[src/rtl/lbp_pkg.sv]
// Shared state encoding, neighbour bit positions and code width for the LBP stream engine.
package lbp_pkg;

    typedef enum logic [1:0] {
        IDLE  = 2'd0,
        FETCH = 2'd1,
        DRAIN = 2'd2,
        DONE  = 2'd3
    } state_t;

    localparam int LBP_W = 8;

    // Bit position of each neighbour in the LBP code, raster order around the center.
    localparam int K_TL = 0;
    localparam int K_T  = 1;
    localparam int K_TR = 2;
    localparam int K_L  = 3;
    localparam int K_R  = 4;
    localparam int K_BL = 5;
    localparam int K_B  = 6;
    localparam int K_BR = 7;

endpackage

[src/rtl/lbp_line_buffer.sv]
// Two IMG_W-deep row stores: on each captured pixel, the column's mid value moves to top and the
// new pixel becomes mid. The pre-write values form the upper two rows of the window column.
module lbp_line_buffer #(
    parameter int IMG_W = 128,
    parameter int PIX_W = 8,
    parameter int COL_W = 7
) (
    input  logic             clk,
    input  logic             wr_en,
    input  logic [COL_W-1:0] col,
    input  logic [PIX_W-1:0] din,
    output logic [PIX_W-1:0] top,
    output logic [PIX_W-1:0] mid
);

    logic [PIX_W-1:0] top_mem [IMG_W];
    logic [PIX_W-1:0] mid_mem [IMG_W];

    assign top = top_mem[col];
    assign mid = mid_mem[col];

    // Contents are meaningless until two rows have streamed through; no reset needed.
    always_ff @(posedge clk) begin
        if (wr_en) begin
            top_mem[col] <= mid_mem[col];
            mid_mem[col] <= din;
        end
    end

endmodule

[src/rtl/lbp_stream_engine.sv]
// Streaming 3x3 LBP engine: single raster fetch, line buffers plus sliding window, 2-cycle request-to-write.
// Optional LBP_BORDER_WRITE_EN: also write 8'h00 for every border pixel, addresses strictly increasing.
module lbp_stream_engine
    import lbp_pkg::*;
#(
    parameter int IMG_W  = 128,
    parameter int IMG_H  = 128,
    parameter int ADDR_W = 14,
    parameter int PIX_W  = 8
) (
    input  logic              clk,
    input  logic              reset,
    output logic [ADDR_W-1:0] gray_addr,
    output logic              gray_req,
    input  logic              gray_ready,
    input  logic [PIX_W-1:0]  gray_data,
    output logic [ADDR_W-1:0] lbp_addr,
    output logic              lbp_valid,
    output logic [LBP_W-1:0]  lbp_data,
    output logic              finish
);

    localparam int COL_W = (IMG_W > 1) ? $clog2(IMG_W) : 1;
    localparam logic [ADDR_W-1:0] LAST_REQ = ADDR_W'(IMG_W * IMG_H - 1);
    localparam logic [ADDR_W-1:0] CTR_OFS  = ADDR_W'(IMG_W + 1);
    localparam logic [ADDR_W-1:0] ROW2     = ADDR_W'(2 * IMG_W);
    localparam logic [COL_W-1:0]  LAST_COL = COL_W'(IMG_W - 1);
    localparam logic [COL_W-1:0]  COL2     = COL_W'(2);
`ifdef LBP_BORDER_WRITE_EN
    localparam logic [ADDR_W-1:0] LAST_WR  = ADDR_W'(IMG_W * IMG_H - 1);
`else
    localparam logic [ADDR_W-1:0] LAST_WR  = ADDR_W'((IMG_H - 2) * IMG_W + IMG_W - 2);
`endif

    state_t                     state_q, state_d;
    logic [ADDR_W-1:0]          gray_addr_q, gray_addr_d;
    logic                       cap_q, cap_d;
    logic [ADDR_W-1:0]          cap_addr_q, cap_addr_d;
    logic [COL_W-1:0]           cap_col_q, cap_col_d;
    logic [2:0][PIX_W-1:0]      win1_q, win1_d, win2_q, win2_d;   // [0]=top [1]=mid [2]=bottom
    logic                       lbp_valid_q, lbp_valid_d;
    logic [ADDR_W-1:0]          lbp_addr_q, lbp_addr_d;
    logic [LBP_W-1:0]           lbp_data_q, lbp_data_d;
    logic                       finish_q, finish_d;

    logic [PIX_W-1:0]           lb_top, lb_mid;
    logic [LBP_W-1:0][PIX_W-1:0] nb;
    logic [LBP_W-1:0]           code;
    logic                       interior;

    assign gray_req  = (state_q == FETCH) && gray_ready;
    assign gray_addr = gray_addr_q;
    assign lbp_addr  = lbp_addr_q;
    assign lbp_valid = lbp_valid_q;
    assign lbp_data  = lbp_data_q;
    assign finish    = finish_q;

    lbp_line_buffer #(.IMG_W(IMG_W), .PIX_W(PIX_W), .COL_W(COL_W)) u_lbuf (
        .clk   (clk),
        .wr_en (cap_q),
        .col   (cap_col_q),
        .din   (gray_data),
        .top   (lb_top),
        .mid   (lb_mid)
    );

    // Window at capture of (r,c): win2 = column c-2, win1 = column c-1, line buffer + gray_data = column c.
    always_comb begin
        nb[K_TL] = win2_q[0];
        nb[K_T]  = win1_q[0];
        nb[K_TR] = lb_top;
        nb[K_L]  = win2_q[1];
        nb[K_R]  = lb_mid;
        nb[K_BL] = win2_q[2];
        nb[K_B]  = win1_q[2];
        nb[K_BR] = gray_data;
        for (int k = 0; k < LBP_W; k++) code[k] = (nb[k] >= win1_q[1]);
    end

    // c>=2 gating also guarantees stale columns from the previous row never reach an output.
    assign interior = cap_q && (cap_addr_q >= ROW2) && (cap_col_q >= COL2);

    always_comb begin
        state_d     = state_q;
        gray_addr_d = gray_addr_q;
        finish_d    = finish_q;
        cap_d       = gray_req;
        cap_addr_d  = cap_addr_q;
        cap_col_d   = cap_col_q;
        win1_d      = win1_q;
        win2_d      = win2_q;
        lbp_valid_d = 1'b0;
        lbp_addr_d  = lbp_addr_q;
        lbp_data_d  = lbp_data_q;

        case (state_q)
            IDLE:  if (gray_ready) state_d = FETCH;
            FETCH: if (gray_req) begin
                       if (gray_addr_q == LAST_REQ) state_d = DRAIN;
                       else gray_addr_d = gray_addr_q + 1'b1;
                   end
            DRAIN: if (lbp_valid_q && lbp_addr_q == LAST_WR) begin
                       state_d  = DONE;
                       finish_d = 1'b1;
                   end
            default: ;
        endcase

        if (cap_q) begin
            cap_addr_d = cap_addr_q + 1'b1;
            cap_col_d  = (cap_col_q == LAST_COL) ? '0 : cap_col_q + 1'b1;
            win2_d     = win1_q;
            win1_d     = {gray_data, lb_mid, lb_top};
        end

`ifdef LBP_BORDER_WRITE_EN
        // Each capture retires the pixel one row and one column behind it; the tail is flushed in DRAIN.
        if (cap_q && cap_addr_q >= CTR_OFS) begin
            lbp_valid_d = 1'b1;
            lbp_addr_d  = cap_addr_q - CTR_OFS;
            lbp_data_d  = interior ? code : '0;
        end else if (state_q == DRAIN && lbp_addr_q != LAST_WR) begin
            lbp_valid_d = 1'b1;
            lbp_addr_d  = lbp_addr_q + 1'b1;
            lbp_data_d  = '0;
        end
`else
        if (interior) begin
            lbp_valid_d = 1'b1;
            lbp_addr_d  = cap_addr_q - CTR_OFS;
            lbp_data_d  = code;
        end
`endif
    end

    always_ff @(posedge clk or posedge reset) begin
        if (reset) begin
            state_q     <= IDLE;
            gray_addr_q <= '0;
            cap_q       <= 1'b0;
            cap_addr_q  <= '0;
            cap_col_q   <= '0;
            win1_q      <= '0;
            win2_q      <= '0;
            lbp_valid_q <= 1'b0;
            lbp_addr_q  <= '0;
            lbp_data_q  <= '0;
            finish_q    <= 1'b0;
        end else begin
            state_q     <= state_d;
            gray_addr_q <= gray_addr_d;
            cap_q       <= cap_d;
            cap_addr_q  <= cap_addr_d;
            cap_col_q   <= cap_col_d;
            win1_q      <= win1_d;
            win2_q      <= win2_d;
            lbp_valid_q <= lbp_valid_d;
            lbp_addr_q  <= lbp_addr_d;
            lbp_data_q  <= lbp_data_d;
            finish_q    <= finish_d;
        end
    end

endmodule

[config.mk]
export PLATFORM = sky130hd
export DESIGN_NAME = lbp_stream_engine
export DESIGN_NICKNAME = d
export VERILOG_FILES = /design/src/rtl/lbp_pkg.sv /design/src/rtl/lbp_line_buffer.sv /design/src/rtl/lbp_stream_engine.sv
export SDC_FILE = /design/constraint.sdc
export NUM_CORES = 2
export LEC_CHECK = 0
export ABC_AREA = 1
export BUFFER_PORTS_ARGS = -buffer_cell sky130_fd_sc_hd__buf_2
export CAP_MARGIN = 20
export CORE_ASPECT_RATIO = 1.5
export CORE_MARGIN = 2
export CORE_UTILIZATION = 30
export CTS_CLUSTER_SIZE = 20
export DETAILED_ROUTE_END_ITERATION = 6
export GPL_ROUTABILITY_DRIVEN = 0
export MAX_ROUTING_LAYER = met4
export PLACE_DENSITY = 0.51
export REMOVE_ABC_BUFFERS = 1
export SYNTH_ARGS = -nofsm -noshare
export SYNTH_HDL_FRONTEND = slang
export SYNTH_HIERARCHICAL = 1
export SYNTH_SLANG_ARGS = --single-unit
[constraint.sdc]
create_clock -name clk -period 10.8 [get_ports clk]
set_input_delay 2.16 -clock clk [delete_from_list [all_inputs] [get_ports clk]]
set_output_delay 2.16 -clock clk [all_outputs]
set_load 0.02 [all_outputs]
==> impl_metrics.env <==
export IMPL_final_nets=9488
export IMPL_ctsHoldBuffers=0
export IMPL_cp_common_cell="nand2_1"
export IMPL_wl_per_cell_um=20.45
export IMPL_rr_worst_depth=17
export IMPL_synth_seq_area_share=0.6907
export IMPL_arrival_ps=6730
export IMPL_grt_total_usage=0.1774
export IMPL_drive_gt1_frac=0.06553
export IMPL_synth_seq_cells=2158
export IMPL_critPathBufInv=5
export IMPL_grt_max_degree=153
export IMPL_setup_tns_ps=0
export IMPL_dp_cells=13220
export IMPL_reg2reg_to="u_lbuf/top_mem[49][3]"
export IMPL_finalSetupViolations=0
export IMPL_cts_setup_buffers=0
export IMPL_status="finished clean"
export IMPL_die_area_mm2=0.3147
export IMPL_grt_first_pass_wirelength_um=410100
export IMPL_worst_slew_pin_slew_ps=1131
export IMPL_p_total_w=0.02780
export IMPL_grt_setup_unrepaired="no"
export IMPL_crit_type="reg -> reg"
export IMPL_clock_sinks=2158
export IMPL_max_clock_freq_ghz=0.1621
export IMPL_initial_core_util=0.3013
export IMPL_hold_path_end="finish"
export IMPL_grt_pass1_vias=61800
export IMPL_multi_input_area_mm2=0.02624
export IMPL_clock_skew_ps=63.70
export IMPL_worstReg2RegStart="cap_col_q[0]"
export IMPL_htree_num_levels=4
export IMPL_finalNonFillerCells=13590
export IMPL_synth_warnings=6
export IMPL_end_kind="register"
export IMPL_insertion_delay_ps=890
export IMPL_clk_pin_slew_ps=70
export IMPL_clk_path_buf_depth=4
export IMPL_hold_depth=1
export IMPL_hpwl_um=160700
export IMPL_grt_antenna_before_repair=9
export IMPL_critical_path_top_delay_family="buffers and inverters"
export IMPL_io_pins=50
export IMPL_cp_start_kind="register"
export IMPL_regArea_mm2=0.06426
export IMPL_post_cts_resized=0
export IMPL_grt_overflow=0
export IMPL_worstPathRequired_ps=11360
export IMPL_hold_slack_ps=470.6
export IMPL_numCtsBuffers=205
export IMPL_rows=250
export IMPL_max_stage_delay_ps=820
export IMPL_synth_cells=9382
export IMPL_port_buffers=49
export IMPL_period_minus_slack_ps=6169
export IMPL_die_height_um=686.0
export IMPL_routed_wl_um=277900
export IMPL_core_mm2=0.3087
export IMPL_cellLeakagePower_nw=43.50
export IMPL_viasPerCell=4.682
export IMPL_cts_tree="done"
export IMPL_hold_violations=0
export IMPL_cap_violations=0
export IMPL_path_cells="buf_4 -> buf_4 -> buf_4 -> nand2_1 -> nand2_1 -> nand2_1 -> nand2_1 -> nand2_1 -> nand2_1 -> nand2_1 -> nand2_1 -> nor2_1 -> nor2_1 -> nor2_1 -> nand2_4 -> buf_4 -> buf_4"
export IMPL_fillers=30960
export IMPL_drc_errors=0
export IMPL_r2r_slack_ps=4630
export IMPL_drtIter0Drc=5159
export IMPL_ys_types=39
export IMPL_slew_violations=0
export IMPL_crit_fanout=83
export IMPL_slowest_stage="buf_4"
export IMPL_cts_root_buf="clkbuf_16"
export IMPL_synth_area_leader_cell="edfxtp_1"
export IMPL_timing_slew_headroom=0.2454
export IMPL_syn_avg_cell_area_um2=9.915
export IMPL_num_vias=63620
export IMPL_synth_top_area_share=0.6611
export IMPL_p_per_area_mw_per_mm2=265.6
export IMPL_netlist_area_mm2=0.09303
export IMPL_drtAntennaViolNets=0
export IMPL_hold_class="reg -> reg"
export IMPL_synth_area_leaders="edfxtp_1, nand2_1, dfrtp_1"
export IMPL_min_period_over_period=0.5712
export IMPL_drt_pre_antenna_iters=6
export IMPL_dieWidth_um=458.7
export IMPL_syn2layout_area_growth_pct=12.51
export IMPL_min_delay_start="finish"
export IMPL_ir_drop_mv=0.2260
[sequential cells by signal, summed over array words and instances, names as in the netlist, 2 cells and up]
signal and cells:
cap_col_q 7, state_q 2, gray_addr 14, lbp_data 8, u_lbuf/mid_mem 1024, u_lbuf/top_mem 1024, win1_q 8, lbp_addr 14
cap_addr_q 14, nb 40
[stage by stage]
step,instance area (um^2),setup slack (ps),utilization
after global routing,104700,4292,0.3390
after CTS,104500,4676,0.3385
after global placement,98200,4736,0.3181
after floorplan,90920,-34360,-
after detailed placement,98200,4724,0.3181
final,104700,4631,0.3390
[logic make-up after synthesis]
group                    count (synthesis)  synth area share
AND/OR/NAND/NOR                       6381            0.2603
XOR/XNOR                                23          0.002166
flip-flops                            2158            0.6907
buffers and inverters                  618           0.02932
adder cells (fa/ha/maj)                 75           0.01009
AO/OA/AOI/OAI                          127          0.007451
[Yosys cell counts (all sizes together)]
library cell and count:
or2 12, dfrtp 110, clkinv 1, xnor2 3
inv 165, o31ai 2, a21oi 32, o211ai 1
xor2 20, nand2 5874, nand3 81, o21ai 83
clkbuf 148, nor3 11, ha 75, nor2 380
nand4 20, o21a 8, a31o 1, nand3b 2
buf 304, nor3b 1, edfxtp 2048
[worst max path at each step]
stage	startpoint	to	slack, ps	cells after the start
2_1_floorplan	cap_col_q[0]	lbp_data[4]	-34360	21
3_3_place_gp	cap_col_q[0]	u_lbuf/top_mem[63][3]	4740	17
3_5_place_dp	cap_col_q[0]	u_lbuf/top_mem[63][3]	4720	17
4_1_cts	cap_col_q[0]	u_lbuf/top_mem[19][3]	4680	17
5_1_grt	cap_col_q[0]	u_lbuf/top_mem[19][3]	4290	17
6_report	cap_col_q[0]	u_lbuf/top_mem[49][3]	4630	17
[cell usage in the layout (no fill, tap or decap), types with 20 or more instances in the layout]
cell,instances
a21oi_1,32
buf_2,41
buf_4,195
clkbuf_1,41
clkbuf_16,211
clkinv_1,45
clkinv_2,31
dfrtp_1,106
edfxtp_1,2048
ha_1,75
inv_1,154
nand2_1,5863
nand3_1,72
nand4_1,20
nor2_1,347
nor2_2,27
o21ai_0,71
xor2_1,20
[layer usage]
layer / up-vias / wire length [um] / GRT usage
li1: 30230 / - / -
met1: 31260 / 111300 / 0.2090
met2: 1664 / 142600 / 0.3119
met3: 465 / 12810 / 0.01795
met4: 0 / 11210 / 0.06665
met5: - / 0 / -
[cell type report]
class / count / area share
multi-input combinational: 6606 / 0.2507
clock inverter: 97 / 0.007065
sequential: 2158 / 0.6140
clock buffer: 261 / 0.05310
inverter: 166 / 0.006276
timing repair buffer: 265 / 0.02060
antenna: 4 / 0.00009563
tap: 4032 / 0.04820
[where the power goes]
part           switching [W]  internal [W]  total (W)  leakage [nW]
Combinational        0.00772       0.00225    0.00997          20.5
Sequential          0.000206        0.0106     0.0108          19.9
Clock                0.00315       0.00388    0.00703          3.08
No activity file was read; power rests on OpenSTA's default activity.
